[config.mk]
export PLATFORM = sky130hd
export DESIGN_NAME = am2911_next_addr_ctrl_flat
export DESIGN_NICKNAME = d
export VERILOG_FILES = /design/src/rtl/am2911_next_addr_ctrl_if.sv /design/src/rtl/am2911_next_addr_ctrl.sv /design/src/flat_wrapper.sv
export SDC_FILE = /design/constraint.sdc
export NUM_CORES = 1
export LEC_CHECK = 0
export CORE_ASPECT_RATIO = 0.5
export CORE_MARGIN = 10
export CORE_UTILIZATION = 38
export DETAILED_ROUTE_END_ITERATION = 6
export PLACE_DENSITY = 0.76
export SLEW_MARGIN = 20
export SYNTH_ARGS = -nofsm -noshare
export SYNTH_HDL_FRONTEND = slang
export SYNTH_SLANG_ARGS = --single-unit
[constraint.sdc]
create_clock -name clock -period 2.25 [get_ports clock]
set_input_delay 0.45 -clock clock [delete_from_list [all_inputs] [get_ports clock]]
set_output_delay 0.45 -clock clock [all_outputs]
set_load 0.03 [all_outputs]
[src/rtl/am2911_next_addr_ctrl_if.sv]
// am2911_next_addr_ctrl_if: microinstruction fields in, sequencer controls and counter/stack status out
interface am2911_next_addr_ctrl_if #(
    parameter int CNT_WIDTH = 8
);
    logic                 hold;
    logic [3:0]           op_in;
    logic                 ccen_in;
    logic                 pol_in;
    logic [CNT_WIDTH-1:0] d_in;
    logic                 cc;
    logic [3:0]           op_q;
    logic                 s1;
    logic                 s0;
    logic                 zero;
    logic                 cin;
    logic                 re;
    logic                 fe;
    logic                 pup;
    logic                 pl_oe;
    logic                 map_oe;
    logic                 vect_oe;
    logic [CNT_WIDTH-1:0] cnt_q;
    logic                 cnt_zero;
    logic                 stk_ovf;
    logic                 stk_unf;

    modport master (
        output hold, op_in, ccen_in, pol_in, d_in, cc,
        input  op_q, s1, s0, zero, cin, re, fe, pup, pl_oe, map_oe, vect_oe,
               cnt_q, cnt_zero, stk_ovf, stk_unf
    );

    modport slave (
        input  hold, op_in, ccen_in, pol_in, d_in, cc,
        output op_q, s1, s0, zero, cin, re, fe, pup, pl_oe, map_oe, vect_oe,
               cnt_q, cnt_zero, stk_ovf, stk_unf
    );
endinterface

[src/rtl/am2911_next_addr_ctrl.sv]
// am2911_next_addr_ctrl: 16-opcode next-address control for sequencer slices; NAC_STACK_TRACK_EN adds stack depth/overflow tracking
module am2911_next_addr_ctrl #(
    parameter int CNT_WIDTH = 8
) (
    input logic clock,
    input logic reset,
    am2911_next_addr_ctrl_if.slave bus
);
    typedef enum logic [3:0] {
        JZ, CJS, JMAP, CJP, PUSH, JSRP, CJV, JRP,
        RFCT, RPCT, CRTN, CJPP, LDCT, LOOP, CONT, TWB
    } opcode_t;

    opcode_t              op_q;
    logic                 ccen_q;
    logic                 pol_q;
    logic [CNT_WIDTH-1:0] cnt_q;
    logic                 cnt_zero;
    logic                 pass;
    logic [1:0]           s;
    logic                 zero;
    logic                 cin;
    logic                 re;
    logic                 fe;
    logic                 pup;
    logic                 map_sel;
    logic                 vect_sel;
    logic                 ld;
    logic                 dec;

    assign cnt_zero = (cnt_q == '0);
    assign pass     = ccen_q ? (bus.cc ^ pol_q) : 1'b1;

    // pipeline register and loop counter; hold freezes both, reset wins over hold
    always_ff @(posedge clock) begin
        if (reset) begin
            op_q   <= CONT;
            ccen_q <= 1'b0;
            pol_q  <= 1'b0;
            cnt_q  <= '0;
        end else if (!bus.hold) begin
            op_q   <= opcode_t'(bus.op_in);
            ccen_q <= bus.ccen_in;
            pol_q  <= bus.pol_in;
            cnt_q  <= ld ? bus.d_in : dec ? cnt_q - CNT_WIDTH'(1) : cnt_q;
        end
    end

    // opcode decode against the live condition; hold forces a repeat of the current address
    always_comb begin
        s        = 2'b00;
        zero     = 1'b1;
        cin      = 1'b1;
        re       = 1'b1;
        fe       = 1'b1;
        pup      = 1'b0;
        map_sel  = 1'b0;
        vect_sel = 1'b0;
        ld       = 1'b0;
        dec      = 1'b0;
        if (bus.hold) begin
            cin = 1'b0;
        end else begin
            case (op_q)
                JZ:   zero = 1'b0;
                CJS: begin
                    s   = pass ? 2'b11 : 2'b00;
                    fe  = !pass;
                    pup = pass;
                end
                JMAP: begin
                    s       = 2'b11;
                    map_sel = 1'b1;
                end
                CJP:  s = pass ? 2'b11 : 2'b00;
                PUSH: begin
                    fe  = 1'b0;
                    pup = 1'b1;
                    ld  = pass;
                end
                JSRP: begin
                    s   = pass ? 2'b11 : 2'b01;
                    fe  = 1'b0;
                    pup = 1'b1;
                end
                CJV: begin
                    s        = pass ? 2'b11 : 2'b00;
                    vect_sel = pass;
                end
                JRP:  s = pass ? 2'b11 : 2'b01;
                RFCT: begin
                    s   = cnt_zero ? 2'b00 : 2'b10;
                    fe  = !cnt_zero;
                    dec = !cnt_zero;
                end
                RPCT: begin
                    s   = cnt_zero ? 2'b00 : 2'b11;
                    dec = !cnt_zero;
                end
                CRTN: begin
                    s  = pass ? 2'b10 : 2'b00;
                    fe = !pass;
                end
                CJPP: begin
                    s  = pass ? 2'b11 : 2'b00;
                    fe = !pass;
                end
                LDCT: begin
                    re = 1'b0;
                    ld = 1'b1;
                end
                LOOP: begin
                    s  = pass ? 2'b00 : 2'b10;
                    fe = !pass;
                end
                TWB: begin
                    s   = pass ? 2'b00 : cnt_zero ? 2'b11 : 2'b10;
                    fe  = !(pass || cnt_zero);
                    dec = !cnt_zero;
                end
                default: ;
            endcase
        end
    end

    assign bus.op_q     = op_q;
    assign bus.s1       = s[1];
    assign bus.s0       = s[0];
    assign bus.zero     = zero;
    assign bus.cin      = cin;
    assign bus.re       = re;
    assign bus.fe       = fe;
    assign bus.pup      = pup;
    assign bus.pl_oe    = !(map_sel || vect_sel);
    assign bus.map_oe   = map_sel;
    assign bus.vect_oe  = vect_sel;
    assign bus.cnt_q    = cnt_q;
    assign bus.cnt_zero = cnt_zero;

`ifdef NAC_STACK_TRACK_EN
    logic       push;
    logic       pop;
    logic [2:0] depth;
    logic       ovf;
    logic       unf;

    assign push = !bus.hold && !fe && pup;
    assign pop  = !bus.hold && !fe && !pup;

    // shadow of the 4-deep slice stack; depth saturates and the error flags stick until reset
    always_ff @(posedge clock) begin
        if (reset) begin
            depth <= 3'd0;
            ovf   <= 1'b0;
            unf   <= 1'b0;
        end else if (push) begin
            if (depth == 3'd4) ovf <= 1'b1;
            else depth <= depth + 3'd1;
        end else if (pop) begin
            if (depth == 3'd0) unf <= 1'b1;
            else depth <= depth - 3'd1;
        end
    end

    assign bus.stk_ovf = ovf;
    assign bus.stk_unf = unf;
`else
    assign bus.stk_ovf = 1'b0;
    assign bus.stk_unf = 1'b0;
`endif
endmodule
[src/flat_wrapper.sv]
// flat-port wrapper written by rule: the top's interface ports become plain ports
module am2911_next_addr_ctrl_flat 
#(
    parameter int CNT_WIDTH = 8
)
  (clock, reset, bus_hold, bus_op_in, bus_ccen_in, bus_pol_in, bus_d_in, bus_cc, bus_op_q, bus_s1, bus_s0, bus_zero, bus_cin, bus_re, bus_fe, bus_pup, bus_pl_oe, bus_map_oe, bus_vect_oe, bus_cnt_q, bus_cnt_zero, bus_stk_ovf, bus_stk_unf);
  am2911_next_addr_ctrl_if #(.CNT_WIDTH(CNT_WIDTH)) bus_i ();
  input logic clock;
  input logic reset;
  input wire logic [$bits(bus_i.hold)-1:0] bus_hold;
  input wire logic [$bits(bus_i.op_in)-1:0] bus_op_in;
  input wire logic [$bits(bus_i.ccen_in)-1:0] bus_ccen_in;
  input wire logic [$bits(bus_i.pol_in)-1:0] bus_pol_in;
  input wire logic [$bits(bus_i.d_in)-1:0] bus_d_in;
  input wire logic [$bits(bus_i.cc)-1:0] bus_cc;
  output wire logic [$bits(bus_i.op_q)-1:0] bus_op_q;
  output wire logic [$bits(bus_i.s1)-1:0] bus_s1;
  output wire logic [$bits(bus_i.s0)-1:0] bus_s0;
  output wire logic [$bits(bus_i.zero)-1:0] bus_zero;
  output wire logic [$bits(bus_i.cin)-1:0] bus_cin;
  output wire logic [$bits(bus_i.re)-1:0] bus_re;
  output wire logic [$bits(bus_i.fe)-1:0] bus_fe;
  output wire logic [$bits(bus_i.pup)-1:0] bus_pup;
  output wire logic [$bits(bus_i.pl_oe)-1:0] bus_pl_oe;
  output wire logic [$bits(bus_i.map_oe)-1:0] bus_map_oe;
  output wire logic [$bits(bus_i.vect_oe)-1:0] bus_vect_oe;
  output wire logic [$bits(bus_i.cnt_q)-1:0] bus_cnt_q;
  output wire logic [$bits(bus_i.cnt_zero)-1:0] bus_cnt_zero;
  output wire logic [$bits(bus_i.stk_ovf)-1:0] bus_stk_ovf;
  output wire logic [$bits(bus_i.stk_unf)-1:0] bus_stk_unf;
  assign bus_i.hold = bus_hold;
  assign bus_i.op_in = bus_op_in;
  assign bus_i.ccen_in = bus_ccen_in;
  assign bus_i.pol_in = bus_pol_in;
  assign bus_i.d_in = bus_d_in;
  assign bus_i.cc = bus_cc;
  assign bus_op_q = bus_i.op_q;
  assign bus_s1 = bus_i.s1;
  assign bus_s0 = bus_i.s0;
  assign bus_zero = bus_i.zero;
  assign bus_cin = bus_i.cin;
  assign bus_re = bus_i.re;
  assign bus_fe = bus_i.fe;
  assign bus_pup = bus_i.pup;
  assign bus_pl_oe = bus_i.pl_oe;
  assign bus_map_oe = bus_i.map_oe;
  assign bus_vect_oe = bus_i.vect_oe;
  assign bus_cnt_q = bus_i.cnt_q;
  assign bus_cnt_zero = bus_i.cnt_zero;
  assign bus_stk_ovf = bus_i.stk_ovf;
  assign bus_stk_unf = bus_i.stk_unf;
  am2911_next_addr_ctrl #(.CNT_WIDTH(CNT_WIDTH)) u_core (.clock(clock), .reset(reset), .bus(bus_i));
endmodule
==> impl_metrics.json <==
{
  "die_h_microns": 56.2,
  "drv_slew": 0,
  "synthTopCellsByArea": "dfxtp_1, o21ai_0, nand2_1",
  "endpoint_kind": "primary output",
  "skew_ps": 2.39,
  "wl_per_cell_microns": 15.3,
  "ys_seq_elements": 14,
  "seqPwrFrac_pct": 28.9,
  "place.gp.congestion": 0.831,
  "p_int_uw": 616,
  "drtIter0Drc": 81,
  "swShare_pct": 35.3,
  "dr.pass1.iters": 4,
  "finalSetupViolCount": 4,
  "cts_htree_levels": 1,
  "cp_max_fo": 6,
  "p_leak_nw": 0.795,
  "grt_pass1_wl_mm": 5.73,
  "cap_violations": 0,
  "cts_tree": "yes",
  "critPathArrivalTime_ps": 2370,
  "hold_depth": 2,
  "synthFlopType": "dfxtp_1",
  "syn_inst": 131,
  "synth_area_sq_um": 995,
  "final_common_cell": "buf_4",
  "synth_edf_count": 0,
  "hp-class": "reg -> reg",
  "violations": "negative setup slack",
  "numCtsBuffers": 3,
  "ys_warn_count": 0,
  "yosys.area.top_type": "dfxtp_1",
  "syn_avg_cell_area_sq_um": 7.59,
  "status": "finished with violations",
  "die_w_microns": 92.4,
  "rows": 12,
  "fin_util_pct": 82.4,
  "drtAntennaViolNets": 0,
  "io-pin-count": 43,
  "port_buffers": 40,
  "rsz0062_at_grt": "true",
  "drt_wl_total_mm": 3.77,
  "initial_utilization_pct": 42.2,
  "path_class": "reg -> out",
  "fill_cells": 148,
  "drive_gt1_share_pct": 42.2,
  "grt_start_max_net_pins": 15,
  "grt.overflow.total": 0,
  "crit_required_ps": 1800,
  "combPwrFrac_pct": 48.7,
  "grt_pass1_vias": 1270,
  "fin_ws_ps": -569,
  "fin_crit_ps": 2820,
  "yosys.area.top_type_share_pct": 28.2,
  "clk_latency_ps": 250,
  "root_buffer": "clkbuf_8",
  "num_antenna_cells": 0,
  "fin_crit_sh_pct": 125,
  "power.net_switching_uw": 336,
  "viasPerCell": 5.21,
  "remaining_drc_errors": 0,
  "finalSetupTns_ps": -1890,
  "syn_to_final_growth_pct": 95.2,
  "core_sq_um": 2360,
  "clkPwrFrac_pct": 22.4,
  "ys_seq_area_share_pct": 28.2,
  "ctsHoldBuffers": 0,
  "worst_setup_path_start_kind": "flop",
  "final_cell_mix": "buf_4, clkdlybuf4s50_1, nand2_1, dfxtp_1, o21ai_0",
  "layout.nets": 232,
  "multi_input_area_sq_um": 796,
  "clk_path_buf_depth": 2,
  "grt_usage_pct": 13.0,
  "path_clk_slew_ps": 60,
  "yosysUniqueCellTypes": 45,
  "p_per_area_nw_per_um2": 491,
  "dp_hpwl_mm": 2.75,
  "final_cell_count_no_fill": 246,
  "vdd_ir_drop_max_v": 0.000400,
  "vias": 1281,
  "cts_sinks": 14,
  "antenna_found_initial": 0,
  "register_area_sq_um": 288,
  "max_clock_freq_ghz": 0.355,
  "dp.cells": 237,
  "synthArstFlopShare_pct": 0,
  "hold_viol_final": 0,
  "die_area_sq_um": 5190,
  "worst-r2r-cell-count": 8
}
## registers in the layout, summed over array words and instances (netlist names)
name	cells
u_core.pol_q	1
u_core.bus.cnt_q	8
u_core.bus.op_q	4
u_core.ccen_q	1
## worst max-delay path: stages, from the launching register on
cell      delay [ps]
dfxtp_4          350
inv_4             60
ha_4             120
or4b_4           450
or4_4            490
clkinv_8          90
nor3_2            40
a211oi_2         210
o311ai_4         140
buf_6            160
## cell families after synthesis
| group | synth area share [%] |
|---|---|
| AOI/OAI and AO/OA | 21.6 |
| xor gates and xnor gates | 4.40 |
| adders and majority gates | 2.52 |
| buffers and inverters | 7.80 |
| DFF | 28.2 |
| muxes | 5.16 |
| other | 0.377 |
| and+or+nand+nor | 29.9 |
## final timing paths
check | end | from | slack (ps)
worst max register to register | u_core.bus.cnt_q[1]$_SDFFE_PP0P_ | u_core.bus.cnt_q[0]$_SDFFE_PP0P_ | 20
worst max-delay path | bus_fe | u_core.bus.cnt_q[0]$_SDFFE_PP0P_ | -570
worst min register to register | u_core.pol_q$_SDFFE_PP0N_ | u_core.pol_q$_SDFFE_PP0N_ | 570
worst min-delay path | u_core.pol_q$_SDFFE_PP0N_ | u_core.pol_q$_SDFFE_PP0N_ | 570
## synthesized netlist by cell type, drive strengths merged, types with 2 or more instances
cell and n:
dfxtp 14, nand2 13, o21ai 12, nor2 10, buf 6, inv 5, nand3 5, nor2b 5
nor3 5, a21oi 4, clkbuf 4, mux2i 4, a211o 3, a31oi 3, or2 3, xor2 3
and3 2, ha 2, nor3b 2, o2111ai 2, o22ai 2, o311ai 2, or4 2, or4b 2
xnor2 2
## through the flow
| step | instance area [sq um] | setup slack, ps | hold slack [ps] | total power, mW |
|---|---|---|---|---|
| finish | 1940 | -569 | 566 | 0.953 |
| global route | 1940 | -641 | 604 | 1.00 |
| CTS | 1870 | -578 | 558 | 0.897 |
| detailed placement | 1790 | -763 | 524 | 0.666 |
| global placement | 1790 | -713 | 507 | 0.657 |
| floorplan | 1120 | -267 | 485 | 0.490 |
## routing by layer
| metal | share of wire, % | wire, microns | vias to the layer above | global-route usage [%] |
|---|---|---|---|---|
| met5 | 0 | 0 | - | 0 |
| met4 | 0.56 | 21 | 0 | 2.60 |
| met3 | 8.3 | 312 | 2 | 5.23 |
| met2 | 51 | 1920 | 53 | 22.7 |
| met1 | 40 | 1520 | 593 | 14.4 |
| li1 | - | - | 633 | - |
## power by group through the flow
stage	Combinational [mW]	Clock, mW	Sequential (mW)
after floorplan	0.185	0	0.304
after global placement	0.379	0	0.279
after detailed placement	0.387	0	0.279
after CTS	0.404	0.219	0.274
after global routing	0.493	0.231	0.277
final	0.464	0.214	0.275
## cell type report
cell class / count / area share [%]
Timing Repair Buffer: 85 / 37.6
Clock inverter: 1 / 0.193
Sequential cell: 14 / 14.8
Clock buffer: 3 / 2.13
Inverter: 6 / 2.06
Multi-Input combinational cell: 102 / 41.0
Tap cell: 35 / 2.26
## timing repair
action | 4_1_cts | 5_1_grt
gates resized for setup | 46 | 9
buffers inserted | 1 | 4
pin swaps | 4 | 2
endpoints found under the setup margin | 11 | 6
No activity file was read; power rests on OpenSTA's default activity.
